`src/rtl/mips_multicycle_control_if.sv`:
```
// mips_multicycle_control_if: opcode/handshake inputs and datapath control outputs of the multicycle MIPS controller
interface mips_multicycle_control_if;
  logic [5:0] opcode;
  logic       mem_ready;
  logic       pc_write;
  logic       branch;
  logic       ir_write;
  logic       iord;
  logic       mem_write;
  logic       reg_write;
  logic       reg_dst;
  logic       mem_to_reg;
  logic       alu_src_a;
  logic [1:0] alu_src_b;
  logic [1:0] pc_src;
  logic [1:0] alu_ctrl;
  logic [3:0] state;
  logic       mem_timeout;
  logic       illegal_op;
  modport master (
    input  opcode, mem_ready,
    output pc_write, branch, ir_write, iord, mem_write, reg_write, reg_dst, mem_to_reg,
           alu_src_a, alu_src_b, pc_src, alu_ctrl, state, mem_timeout, illegal_op
  );
  modport slave (
    output opcode, mem_ready,
    input  pc_write, branch, ir_write, iord, mem_write, reg_write, reg_dst, mem_to_reg,
           alu_src_a, alu_src_b, pc_src, alu_ctrl, state, mem_timeout, illegal_op
  );
endinterface

```
`src/rtl/mips_multicycle_control.sv`:
```
// mips_multicycle_control: multicycle MIPS main control FSM; define MIPS_CTRL_ILLEGAL_TRAP_EN to trap unknown opcodes
module mips_multicycle_control #(
  parameter int WAIT_LIMIT = 0
) (
  input logic clk,
  input logic rst_n,
  mips_multicycle_control_if.master bus
);
  typedef enum logic [3:0] {
    IDLE = 4'd0, FETCH, DECODE, MEMADR, MEMRD, MEMWB, MEMWR,
    RTYPEEX, RTYPEWB, BEQEX, ADDIEX, ADDIWB, JEX, TRAP
  } state_t;
  localparam logic [5:0] OP_LW = 6'b100011, OP_SW = 6'b101011, OP_RT = 6'b000000;
  localparam logic [5:0] OP_BEQ = 6'b000100, OP_ADDI = 6'b001000, OP_J = 6'b000010;
  localparam state_t ILL_NXT =
`ifdef MIPS_CTRL_ILLEGAL_TRAP_EN
    TRAP;
`else
    FETCH;
`endif
  localparam int CW = $clog2(WAIT_LIMIT + 2);
  localparam logic [CW-1:0] LIM = CW'(WAIT_LIMIT);
  state_t st;
  logic [CW-1:0] cnt, cnt_nxt;
  logic stall, tmo;
  wire [5:0] op = bus.opcode;
  assign stall = (st == FETCH || st == MEMRD || st == MEMWR) && !bus.mem_ready;
  assign cnt_nxt = stall ? (&cnt ? cnt : cnt + 1'b1) : '0;
  assign bus.state = st;
  assign bus.mem_timeout = tmo;
`ifdef MIPS_CTRL_ILLEGAL_TRAP_EN
  logic ill;
  assign bus.illegal_op = ill;
  // illegal flag latches once the FSM sits in TRAP
  always_ff @(posedge clk)
    if (!rst_n) ill <= 1'b0;
    else if (st == TRAP) ill <= 1'b1;
`else
  assign bus.illegal_op = 1'b0;
`endif
  // state sequencing, stall counter and sticky timeout
  always_ff @(posedge clk) begin
    if (!rst_n) begin
      st  <= IDLE;
      cnt <= '0;
      tmo <= 1'b0;
    end else begin
      cnt <= cnt_nxt;
      if (WAIT_LIMIT != 0 && cnt_nxt >= LIM) tmo <= 1'b1;
      case (st)
        IDLE:    st <= FETCH;
        FETCH:   st <= bus.mem_ready ? DECODE : FETCH;
        DECODE:  st <= (op == OP_LW || op == OP_SW) ? MEMADR :
                       op == OP_RT   ? RTYPEEX :
                       op == OP_BEQ  ? BEQEX :
                       op == OP_ADDI ? ADDIEX :
                       op == OP_J    ? JEX : ILL_NXT;
        MEMADR:  st <= op == OP_SW ? MEMWR : MEMRD;
        MEMRD:   st <= bus.mem_ready ? MEMWB : MEMRD;
        MEMWR:   st <= bus.mem_ready ? FETCH : MEMWR;
        RTYPEEX: st <= RTYPEWB;
        ADDIEX:  st <= ADDIWB;
        MEMWB, RTYPEWB, BEQEX, ADDIWB, JEX: st <= FETCH;
        TRAP:    st <= TRAP;
        default: st <= IDLE;
      endcase
    end
  end
  // per-state datapath controls; FETCH loads IR and PC as memory completes
  always_comb begin
    bus.pc_write   = 1'b0;
    bus.branch     = 1'b0;
    bus.ir_write   = 1'b0;
    bus.iord       = 1'b0;
    bus.mem_write  = 1'b0;
    bus.reg_write  = 1'b0;
    bus.reg_dst    = 1'b0;
    bus.mem_to_reg = 1'b0;
    bus.alu_src_a  = 1'b0;
    bus.alu_src_b  = 2'b00;
    bus.pc_src     = 2'b00;
    bus.alu_ctrl   = 2'b11;
    case (st)
      FETCH: begin
        bus.alu_src_b = 2'b01;
        bus.alu_ctrl  = 2'b01;
        bus.ir_write  = bus.mem_ready;
        bus.pc_write  = bus.mem_ready;
      end
      DECODE: begin
        bus.alu_src_b = 2'b11;
        bus.alu_ctrl  = 2'b01;
      end
      MEMADR, ADDIEX: begin
        bus.alu_src_a = 1'b1;
        bus.alu_src_b = 2'b10;
        bus.alu_ctrl  = 2'b01;
      end
      MEMRD: bus.iord = 1'b1;
      MEMWB: begin
        bus.reg_write  = 1'b1;
        bus.mem_to_reg = 1'b1;
      end
      MEMWR: begin
        bus.iord      = 1'b1;
        bus.mem_write = 1'b1;
      end
      RTYPEEX: begin
        bus.alu_src_a = 1'b1;
        bus.alu_ctrl  = 2'b00;
      end
      RTYPEWB: begin
        bus.reg_write = 1'b1;
        bus.reg_dst   = 1'b1;
      end
      BEQEX: begin
        bus.alu_src_a = 1'b1;
        bus.alu_ctrl  = 2'b10;
        bus.pc_src    = 2'b01;
        bus.branch    = 1'b1;
      end
      ADDIWB: bus.reg_write = 1'b1;
      JEX: begin
        bus.pc_write = 1'b1;
        bus.pc_src   = 2'b10;
      end
      default: ;
    endcase
  end
endmodule

```
`src/flat_wrapper.sv`:
```
// flat-port wrapper written by rule: the top's interface ports become plain ports
module mips_multicycle_control_flat 
#(
  parameter int WAIT_LIMIT = 0
)
  (clk, rst_n, bus_opcode, bus_mem_ready, bus_pc_write, bus_branch, bus_ir_write, bus_iord, bus_mem_write, bus_reg_write, bus_reg_dst, bus_mem_to_reg, bus_alu_src_a, bus_alu_src_b, bus_pc_src, bus_alu_ctrl, bus_state, bus_mem_timeout, bus_illegal_op);
  mips_multicycle_control_if bus_i ();
  input logic clk;
  input logic rst_n;
  input wire logic [$bits(bus_i.opcode)-1:0] bus_opcode;
  input wire logic [$bits(bus_i.mem_ready)-1:0] bus_mem_ready;
  output wire logic [$bits(bus_i.pc_write)-1:0] bus_pc_write;
  output wire logic [$bits(bus_i.branch)-1:0] bus_branch;
  output wire logic [$bits(bus_i.ir_write)-1:0] bus_ir_write;
  output wire logic [$bits(bus_i.iord)-1:0] bus_iord;
  output wire logic [$bits(bus_i.mem_write)-1:0] bus_mem_write;
  output wire logic [$bits(bus_i.reg_write)-1:0] bus_reg_write;
  output wire logic [$bits(bus_i.reg_dst)-1:0] bus_reg_dst;
  output wire logic [$bits(bus_i.mem_to_reg)-1:0] bus_mem_to_reg;
  output wire logic [$bits(bus_i.alu_src_a)-1:0] bus_alu_src_a;
  output wire logic [$bits(bus_i.alu_src_b)-1:0] bus_alu_src_b;
  output wire logic [$bits(bus_i.pc_src)-1:0] bus_pc_src;
  output wire logic [$bits(bus_i.alu_ctrl)-1:0] bus_alu_ctrl;
  output wire logic [$bits(bus_i.state)-1:0] bus_state;
  output wire logic [$bits(bus_i.mem_timeout)-1:0] bus_mem_timeout;
  output wire logic [$bits(bus_i.illegal_op)-1:0] bus_illegal_op;
  assign bus_i.opcode = bus_opcode;
  assign bus_i.mem_ready = bus_mem_ready;
  assign bus_pc_write = bus_i.pc_write;
  assign bus_branch = bus_i.branch;
  assign bus_ir_write = bus_i.ir_write;
  assign bus_iord = bus_i.iord;
  assign bus_mem_write = bus_i.mem_write;
  assign bus_reg_write = bus_i.reg_write;
  assign bus_reg_dst = bus_i.reg_dst;
  assign bus_mem_to_reg = bus_i.mem_to_reg;
  assign bus_alu_src_a = bus_i.alu_src_a;
  assign bus_alu_src_b = bus_i.alu_src_b;
  assign bus_pc_src = bus_i.pc_src;
  assign bus_alu_ctrl = bus_i.alu_ctrl;
  assign bus_state = bus_i.state;
  assign bus_mem_timeout = bus_i.mem_timeout;
  assign bus_illegal_op = bus_i.illegal_op;
  mips_multicycle_control #(.WAIT_LIMIT(WAIT_LIMIT)) u_core (.clk(clk), .rst_n(rst_n), .bus(bus_i));
endmodule
```
`config.mk`:
```
export PLATFORM = sky130hd
export DESIGN_NAME = mips_multicycle_control_flat
export DESIGN_NICKNAME = d
export VERILOG_FILES = /design/src/rtl/mips_multicycle_control_if.sv /design/src/rtl/mips_multicycle_control.sv /design/src/flat_wrapper.sv
export SDC_FILE = /design/constraint.sdc
export NUM_CORES = 1
export LEC_CHECK = 0
export ABC_AREA = 1
export BUFFER_PORTS_ARGS = -buffer_cell sky130_fd_sc_hd__buf_2
export CORE_AREA = 10 10 47 49
export CTS_BUF_LIST = sky130_fd_sc_hd__clkbuf_16
export DETAILED_ROUTE_END_ITERATION = 12
export DIE_AREA = 0 0 57 59
export GPL_ROUTABILITY_DRIVEN = 0
export PLACE_DENSITY_LB_ADDON = 0.15
export SETUP_SLACK_MARGIN = 0.5
export SYNTH_ARGS = -nofsm -noshare
export SYNTH_HDL_FRONTEND = slang
export SYNTH_SLANG_ARGS = --single-unit
```
`constraint.sdc`:
```
create_clock -name clk -period 1.9 [get_ports clk]
set_input_delay 0.285 -clock clk [delete_from_list [all_inputs] [get_ports clk]]
set_output_delay 0.285 -clock clk [all_outputs]
set_load 0.02 [all_outputs]
```
Yosys cells after proc, flatten, opt, wreduce, memory -nomap -nowiden
Cells that the tools add are included.

Register bits: 4. Latch bits: 0. Bits in writable memories: 0. Memory bits (read-only): 0. Bits of input ports: 9. Output and inout bits: 21. Word-level logic and storage cells: 50. Memories kept: 0.

Add/sub/neg operators: 0. Multiply operators: 0. Div/mod/pow operators: 0. Magnitude comparators: 0. Eq/ne operators: 18. Shifts and indexed selects: 0. Multiplexer cells: 22. Bitwise operators: 0. Reduce and logical (&&, ||, !) cells: 9.

Operators by type and width (number): one-hot mux 4 bit (9 select lines) (1); equality test 4 bit, second input constant (6); two-way mux 4 bit (5); equality test 4 x 3 -> 1 bit, second input constant (4); equality test 6 bit, second input constant (2); one-hot mux 2 bit (3 select lines) (2); two-way mux 1 bit (9); equality test 4 x 2 -> 1 bit, second input constant (2); OR reduction 4 bit (2); equality test 6 x 2 -> 1 bit, second input constant (1); equality test 6 x 3 -> 1 bit, second input constant (1); equality test 6 x 4 -> 1 bit, second input constant (1); logical NOT 6 bit (1); OR reduction 6 bit (1); equality test 4 x 1 -> 1 bit, second input constant (1); logical NOT 4 bit (1); two-way mux 2 bit (2); one-hot mux 2 bit (2 select lines) (1); OR reduction 2 bit (2); two-way mux 3 bit (1); OR reduction 3 bit (1); one-hot mux 1 bit (2 select lines) (1); logical OR 1 bit (1).

Depth between registers and ports, before layout
Gate-level depths: netlist of the first run.

Word-level depth: 7. Gate-level depth with buffers: 8. Depth with buffers taken out: 8.

Least setup slack after synthesis of the first run
OpenSTA, ideal clock, no wires.

Kind: reg-to-output. From: register u_core.st[2] (netlist: u_core.bus.state[2]). To: output port bus_alu_ctrl[1]. Arrival: 1565 ps. Required time: 1615 ps. Slack: 50 ps. Cell stages (with the launch flop): 5. Path buffers: 0. Cells stage by stage: dfxtp_1 > nor2_2 > nand2_1 > o21ai_0 > nor3_1.

Cells in the longest elaborated chain, start to end: 3. Elaborated cells between the ends (all ways): 8. Classes of those cells: eq/ne (6); mux (1); reduce/logical (1).

RTL lines: start: declaration (RTL line mips_multicycle_control.sv:23) `state_t st;`; start signal: assignment (RTL line mips_multicycle_control.sv:52) `FETCH: st <= bus.mem_ready ? DECODE : FETCH;`; start signal: assignment (RTL line mips_multicycle_control.sv:53) `DECODE: st <= (op == OP_LW || op == OP_SW) ? MEMADR :`; start signal: assignment (RTL line mips_multicycle_control.sv:58) `MEMADR: st <= op == OP_SW ? MEMWR : MEMRD;`; equality test 4 x 2 -> 1 bit (tied with other cells) (RTL line mips_multicycle_control.sv:83) `case (st)`; OR reduction 4 bit (no line); one-hot mux 2 bit (3 select lines) (*) (RTL line mips_multicycle_control.sv:83); end: declaration (RTL line flat_wrapper.sv:23) `output wire logic [$bits(bus_i.alu_ctrl)-1:0] bus_alu_ctrl;`.

Mark *: on every way between the ends. The rest lies on a longest branch, timed or not.

Worst setup path after layout of the first run
From: register u_core.st[3] (netlist: u_core.bus.state[3]). To: output port bus_reg_dst.

Cells in the longest elaborated chain, start to end: 2.

RTL lines: equality test 4 bit (RTL line mips_multicycle_control.sv:83); two-way mux 1 bit (RTL line mips_multicycle_control.sv:83); end: declaration (RTL line flat_wrapper.sv:18) `output wire logic [$bits(bus_i.reg_dst)-1:0] bus_reg_dst;`.

Every way passes these cells.

==> results.sh, run 1 <==
export IMPL_clock_sinks=4
export IMPL_syn_to_final_growth_pct=109.4
export IMPL_fmax_mhz=619.7
export IMPL_root_buffer="clkbuf_16"
export IMPL_drtPass1Iterations=4
export IMPL_io_buffers=27
export IMPL_p_leak_uw=0.0006596
export IMPL_slew_viol_final=0
export IMPL_p_sw_share_pct=31.92
export IMPL_start_kind="register"
export IMPL_clkPwrFrac_pct=50.7
export IMPL_finalSetupViolations=0
export IMPL_final_hold_viol_count=0
export IMPL_final_cell_mix="nand2_1, buf_6, nor2_1, buf_4, buf_2"
export IMPL_cts_hold_fix_buffers=0
export IMPL_antenna_found_initial=0
export IMPL_p_int_uw=442.0
export IMPL_path_class="reg2out"
export IMPL_vdd_drop_max_mv=0.5765
export IMPL_clk_pin_slew_ns=0.03
export IMPL_syn_area_um2=556.8
export IMPL_holdWs_ns=0.3335
export IMPL_die_area_um2=3363
export IMPL_synth_top_area_share_pct=18.88
export IMPL_die_w_um=57
export IMPL_placed_area_um2=719.4
export IMPL_worst_path_most_repeated_cell="nor2_4"
export IMPL_largest_register_ffs=4
export IMPL_cpLargestDelayFamily="flip-flops"
export IMPL_core_area_um2=1401
export IMPL_vias=907
export IMPL_p_sw_uw=207.2
export IMPL_die_y_um=59
export IMPL_gr_total_overflow=0
export IMPL_finalSetupTns_ns=0
export IMPL_avgRoutedWirePerCell_um=16.53
export IMPL_initial_core_util_pct=39.73
export IMPL_finClkSkew_ns=0.001159
export IMPL_endpoint_kind="output port"
export IMPL_cts_buffers=3
export IMPL_critPathLaunch="u_core.bus.state[3]$_SDFF_PN0_"
export IMPL_grt_max_degree=9
export IMPL_cp_required_ns=1.62
export IMPL_ys_ff_latch=4
export IMPL_timing_rr_start="u_core.bus.state[2]$_SDFF_PN0_"
export IMPL_fin_crit_ns=1.614
export IMPL_layout_drive_gt1_share_pct=59.49
export IMPL_ys_seq_area_share_pct=14.38
export IMPL_p_seq_share_pct=16.0
export IMPL_synthCells=112
export IMPL_register_area_um2=95.09
export IMPL_diodes=0
export IMPL_status="finished clean"
export IMPL_cp_max_fo=5
export IMPL_routed_wl_mm=2.877
export IMPL_synth_area_leaders="nand2_1, nor2_1, dfxtp_1"
export IMPL_max_stage_delay_ns=0.39
export IMPL_finish_instance_area_um2=1166
export IMPL_holdCritStartpoint="rst_n"
export IMPL_yosysTopAreaCell="nand2_1"
export IMPL_ios=30
export IMPL_synth_warnings=0
export IMPL_grt_pass1_wl_mm=3.567
export IMPL_worst_path_buf_inv=4
export IMPL_first_iter_violations=50
export IMPL_postSynthAreaPerCell_um2=4.971
export IMPL_finalCritPeriodShare_pct=84.94
export IMPL_clockBufferDepth=2
export IMPL_final_common_cell="nand2_1"
export IMPL_yosysUniqueCellTypes=16
export IMPL_row_count=14
export IMPL_dpl_hpwl_mm=1.453
export IMPL_cp_slowest_cell="dfxtp_4"
export IMPL_hp_class="in2reg"
export IMPL_power_frac_comb_pct=33.3
export IMPL_nFillCells=71
export IMPL_final_cells=174
export IMPL_htree_levels=1
export IMPL_worstPathArrival_ns=1.33
export IMPL_grt_pass1_vias=853
export IMPL_cts_tree="done"
export IMPL_grt_usage_pct=12.53
export IMPL_nets=169
export IMPL_via_per_inst=5.213
export IMPL_p_per_area_nw_per_um2=556.8
export IMPL_clock_latency_ns=0.22
export IMPL_cp_cell_sequence="inv_4 > nor2_4 > buf_4 > inv_2 > nor2_4 > buf_6"
export IMPL_multi_input_area_um2=484.2
export IMPL_drc_errors=0
export IMPL_ant_nets=0
export IMPL_drv_cap=0
export IMPL_placed_cells=153
export IMPL_rsz0062_at_grt="true"
cell usage after synthesis:
master and n:
nand2_1 28, nor2_1 22, inv_1 18, nand3_1 9
inv_2 7, nor2_2 5, a21oi_1 4, dfxtp_1 4
buf_4 3, nand4_1 3, o21ai_0 3, nor2_4 2
conb_1 1, nand2_2 1, nor3_1 1, o21ai_1 1
stage by stage:
step | worst slack [ns] | util [%] | power (µW)
CTS | 0.3495 | 71.25 | 605.7
finish | 0.2862 | 83.21 | 649.2
detailed placement | 0.3971 | 51.34 | 242.1
floorplan | 0.5039 | - | 201.1
global placement | 0.4089 | 51.34 | 242.3
global route | 0.2689 | 83.21 | 668.6
layer usage:
metal / vias up / part of all wire [%] / track usage (%)
li1: 427 / - / -
met4: 0 / 2.8 / 5.034
met2: 50 / 52 / 23.88
met1: 422 / 39 / 12.71
met5: - / 0 / 0
met3: 8 / 6.5 / 3.004
worst register-to-register path: cells and delay by family, from the launching register on:
| kind | cells | cell delay (ns) |
|---|---|---|
| buffers and inverters | 4 | 0.42 |
| DFF | 1 | 0.39 |
| and+or+nand+nor | 6 | 0.50 |
worst paths after layout:
kind                                                       end  slack [ns]  cells past startpoint
worst max-delay path                               bus_reg_dst        0.29                      6
worst min-delay path            u_core.bus.state[1]$_SDFF_PN0_        0.33                      3
worst max register to register  u_core.bus.state[1]$_SDFF_PN0_        0.52                     10
worst min register to register  u_core.bus.state[1]$_SDFF_PN0_        0.86                      6
cells by family after synthesis:
group,count (synthesis),synth area share (%)
flip-flops,4,14.38
AO/OA/AOI/OAI,8,7.190
AND/OR/NAND/NOR,71,56.85
buffers and inverters,28,20.90
other,1,0.6735
final cells by class:
type,count,area share [%]
inverters,25,8.906
multi-input cells,81,41.52
clock buffers,3,6.438
repair buffers,45,33.26
well taps,16,1.717
flip-flops and latches,4,8.154
timing repair:
action,4_1_cts,5_1_grt
gates cloned,0,0
endpoints found under the setup margin,15,16
buffers inserted,11,7
endpoints found under the hold margin,0,0
pin swaps,7,15
resized for setup,36,39
power by group through the flow:
stage	registers, µW	logic [µW]	clock network (µW)
3_5_place_dp	102	140	0
3_3_place_gp	102	141	0
6_report	104	217	329
4_1_cts	99.0	179	328
2_1_floorplan	106	95.4	0
5_1_grt	104	229	336
Note: power is estimated with default switching activity, not from simulation.
==> run 2: changes to the inputs <==
clock period = 1.6 ns   (was 1.9 ns; I/O delays follow)
==> results.sh, run 2 (synthesized netlist as in run 1, its figures left out) <==
export IMPL_cp_max_fo=5
export IMPL_p_per_area_nw_per_um2=624.6
export IMPL_p_int_uw=551.0
export IMPL_start_kind="register"
export IMPL_finalSetupTns_ns=0
export IMPL_core_area_um2=1401
export IMPL_holdCritStartpoint="rst_n"
export IMPL_largest_register_ffs=4
export IMPL_p_leak_uw=0.0007382
export IMPL_avgRoutedWirePerCell_um=19.36
export IMPL_fin_crit_ns=1.590
export IMPL_via_per_inst=5.581
export IMPL_wl_met2_mm=1.684
export IMPL_cts_tree="done"
export IMPL_status="finished clean"
export IMPL_p_seq_share_pct=15.2
export IMPL_row_count=14
export IMPL_drc_errors=0
export IMPL_min_to="u_core.bus.state[0]$_SDFF_PN0_"
export IMPL_drv_cap=0
export IMPL_finalSetupViolations=0
export IMPL_ios=30
export IMPL_m1WireLength_mm=1.198
export IMPL_fmax_mhz=629.0
export IMPL_rsz0062_at_grt="true"
export IMPL_final_hold_viol_count=0
export IMPL_cp_required_ns=1.36
export IMPL_reg2reg_to="u_core.bus.state[0]$_SDFF_PN0_"
export IMPL_power_frac_comb_pct=38.2
export IMPL_worstPathArrival_ns=1.35
export IMPL_layout_drive_gt1_share_pct=66.26
export IMPL_path_class="reg2out"
export IMPL_root_buffer="clkbuf_16"
export IMPL_dpl_hpwl_mm=1.574
export IMPL_placed_cells=153
export IMPL_clock_sinks=4
export IMPL_die_w_um=57
export IMPL_vdd_drop_max_mv=0.7434
export IMPL_final_cell_mix="nand2_1, buf_6, buf_4, nor2_4, nor2_1"
export IMPL_vias=999
export IMPL_gr_total_overflow=0
export IMPL_dr_wl_met3_um=313
export IMPL_routed_wl_mm=3.465
export IMPL_highest_signal_layer="met4"
export IMPL_timing_rr_start="u_core.bus.state[3]$_SDFF_PN0_"
export IMPL_die_y_um=59
export IMPL_ant_nets=0
export IMPL_diodes=0
export IMPL_finalCritPeriodShare_pct=99.37
export IMPL_rr_worst_depth=10
export IMPL_slew_viol_final=0
export IMPL_io_buffers=27
export IMPL_clk_pin_slew_ns=0.03
export IMPL_cts_buffers=3
export IMPL_htree_levels=1
export IMPL_final_cells=179
export IMPL_clkPwrFrac_pct=46.6
export IMPL_cts_hold_fix_buffers=0
export IMPL_whs_path_depth=3
export IMPL_grt_max_degree=9
export IMPL_grt_usage_pct=17.96
export IMPL_grt_pass1_vias=948
export IMPL_endpoint_kind="output port"
export IMPL_p_sw_share_pct=32.27
export IMPL_hp_class="in2reg"
export IMPL_nets=174
export IMPL_initial_core_util_pct=39.73
export IMPL_finClkSkew_ns=0.001475
export IMPL_clockBufferDepth=2
export IMPL_clock_latency_ns=0.22
export IMPL_grt_pass1_wl_mm=4.809
export IMPL_drtPass1Iterations=4
export IMPL_p_sw_uw=262.5
export IMPL_post_route_util_pct=92.95
export IMPL_first_iter_violations=42
export IMPL_reg2reg_slack_ns=0.18
export IMPL_syn_to_final_growth_pct=133.9
export IMPL_die_area_um2=3363
export IMPL_antenna_found_initial=0
[run 2: power by group through the flow]
stage	clock, µW	sequential, µW	combinational (µW)
2_1_floorplan	0	124	134
3_3_place_gp	0	119	187
3_5_place_dp	0	120	189
4_1_cts	385	126	242
5_1_grt	394	124	328
6_report	379	123	311
[run 2: worst max-delay path by stage]
| stage | to | depth (start not counted) | slack [ns] | startpoint |
|---|---|---|---|---|
| final | bus_alu_src_a | 7 | 0.01 | u_core.bus.state[3]$_SDFF_PN0_ |
| after detailed placement | bus_pc_write | 6 | 0.25 | u_core.bus.state[1]$_SDFF_PN0_ |
| after global routing | bus_alu_src_a | 7 | -0.02 | u_core.bus.state[3]$_SDFF_PN0_ |
| after floorplan | bus_alu_ctrl[1] | 5 | 0.38 | u_core.bus.state[1]$_SDFF_PN0_ |
| after CTS | bus_pc_write | 6 | 0.1 | u_core.bus.state[2]$_SDFF_PN0_ |
| after global placement | bus_pc_write | 6 | 0.25 | u_core.bus.state[1]$_SDFF_PN0_ |
[run 2: metrics by stage]
stage	area [µm²]	setup slack [ns]	hold slack, ns	total power [µW]
after floorplan	678.2	0.3777	0.4000	257.8
after global placement	810.8	0.2451	0.4997	306.1
after detailed placement	810.8	0.2483	0.5065	308.6
after CTS	1179	0.09824	0.2790	753.0
after global routing	1303	-0.02014	0.3025	846.2
final	1303	0.01007	0.2904	813.5
[run 2: what timing repair did]
action                                  4_1_cts  5_1_grt
endpoints found under the setup margin       19       22
pin swaps                                    12       15
setup buffers                                14        9
resized for setup                            53       19
endpoints found under the hold margin         0        0
gates cloned                                  0        0
[run 2: layer usage]
metal	global-route usage, %	vias up
li1	-	438
met5	0	-
met2	31.16	81
met3	5.579	30
met4	13.09	0
met1	17.75	450
[run 2: cell type report]
cell class	instances	area, µm²
fillers	49	98.84
multi-input cells	81	560.5
well taps	16	20.02
repair buffers	50	435.4
flip-flops and latches	4	95.09
clock buffers	3	75.07
inverters	25	116.4
[run 2: worst max-delay path, stage by stage (launching register included)]
cell,delay (ns)
dfxtp_4,0.40
inv_4,0.06
nor2_4,0.23
nand2_4,0.12
inv_4,0.08
nor2_4,0.04
nand3_2,0.07
buf_6,0.12
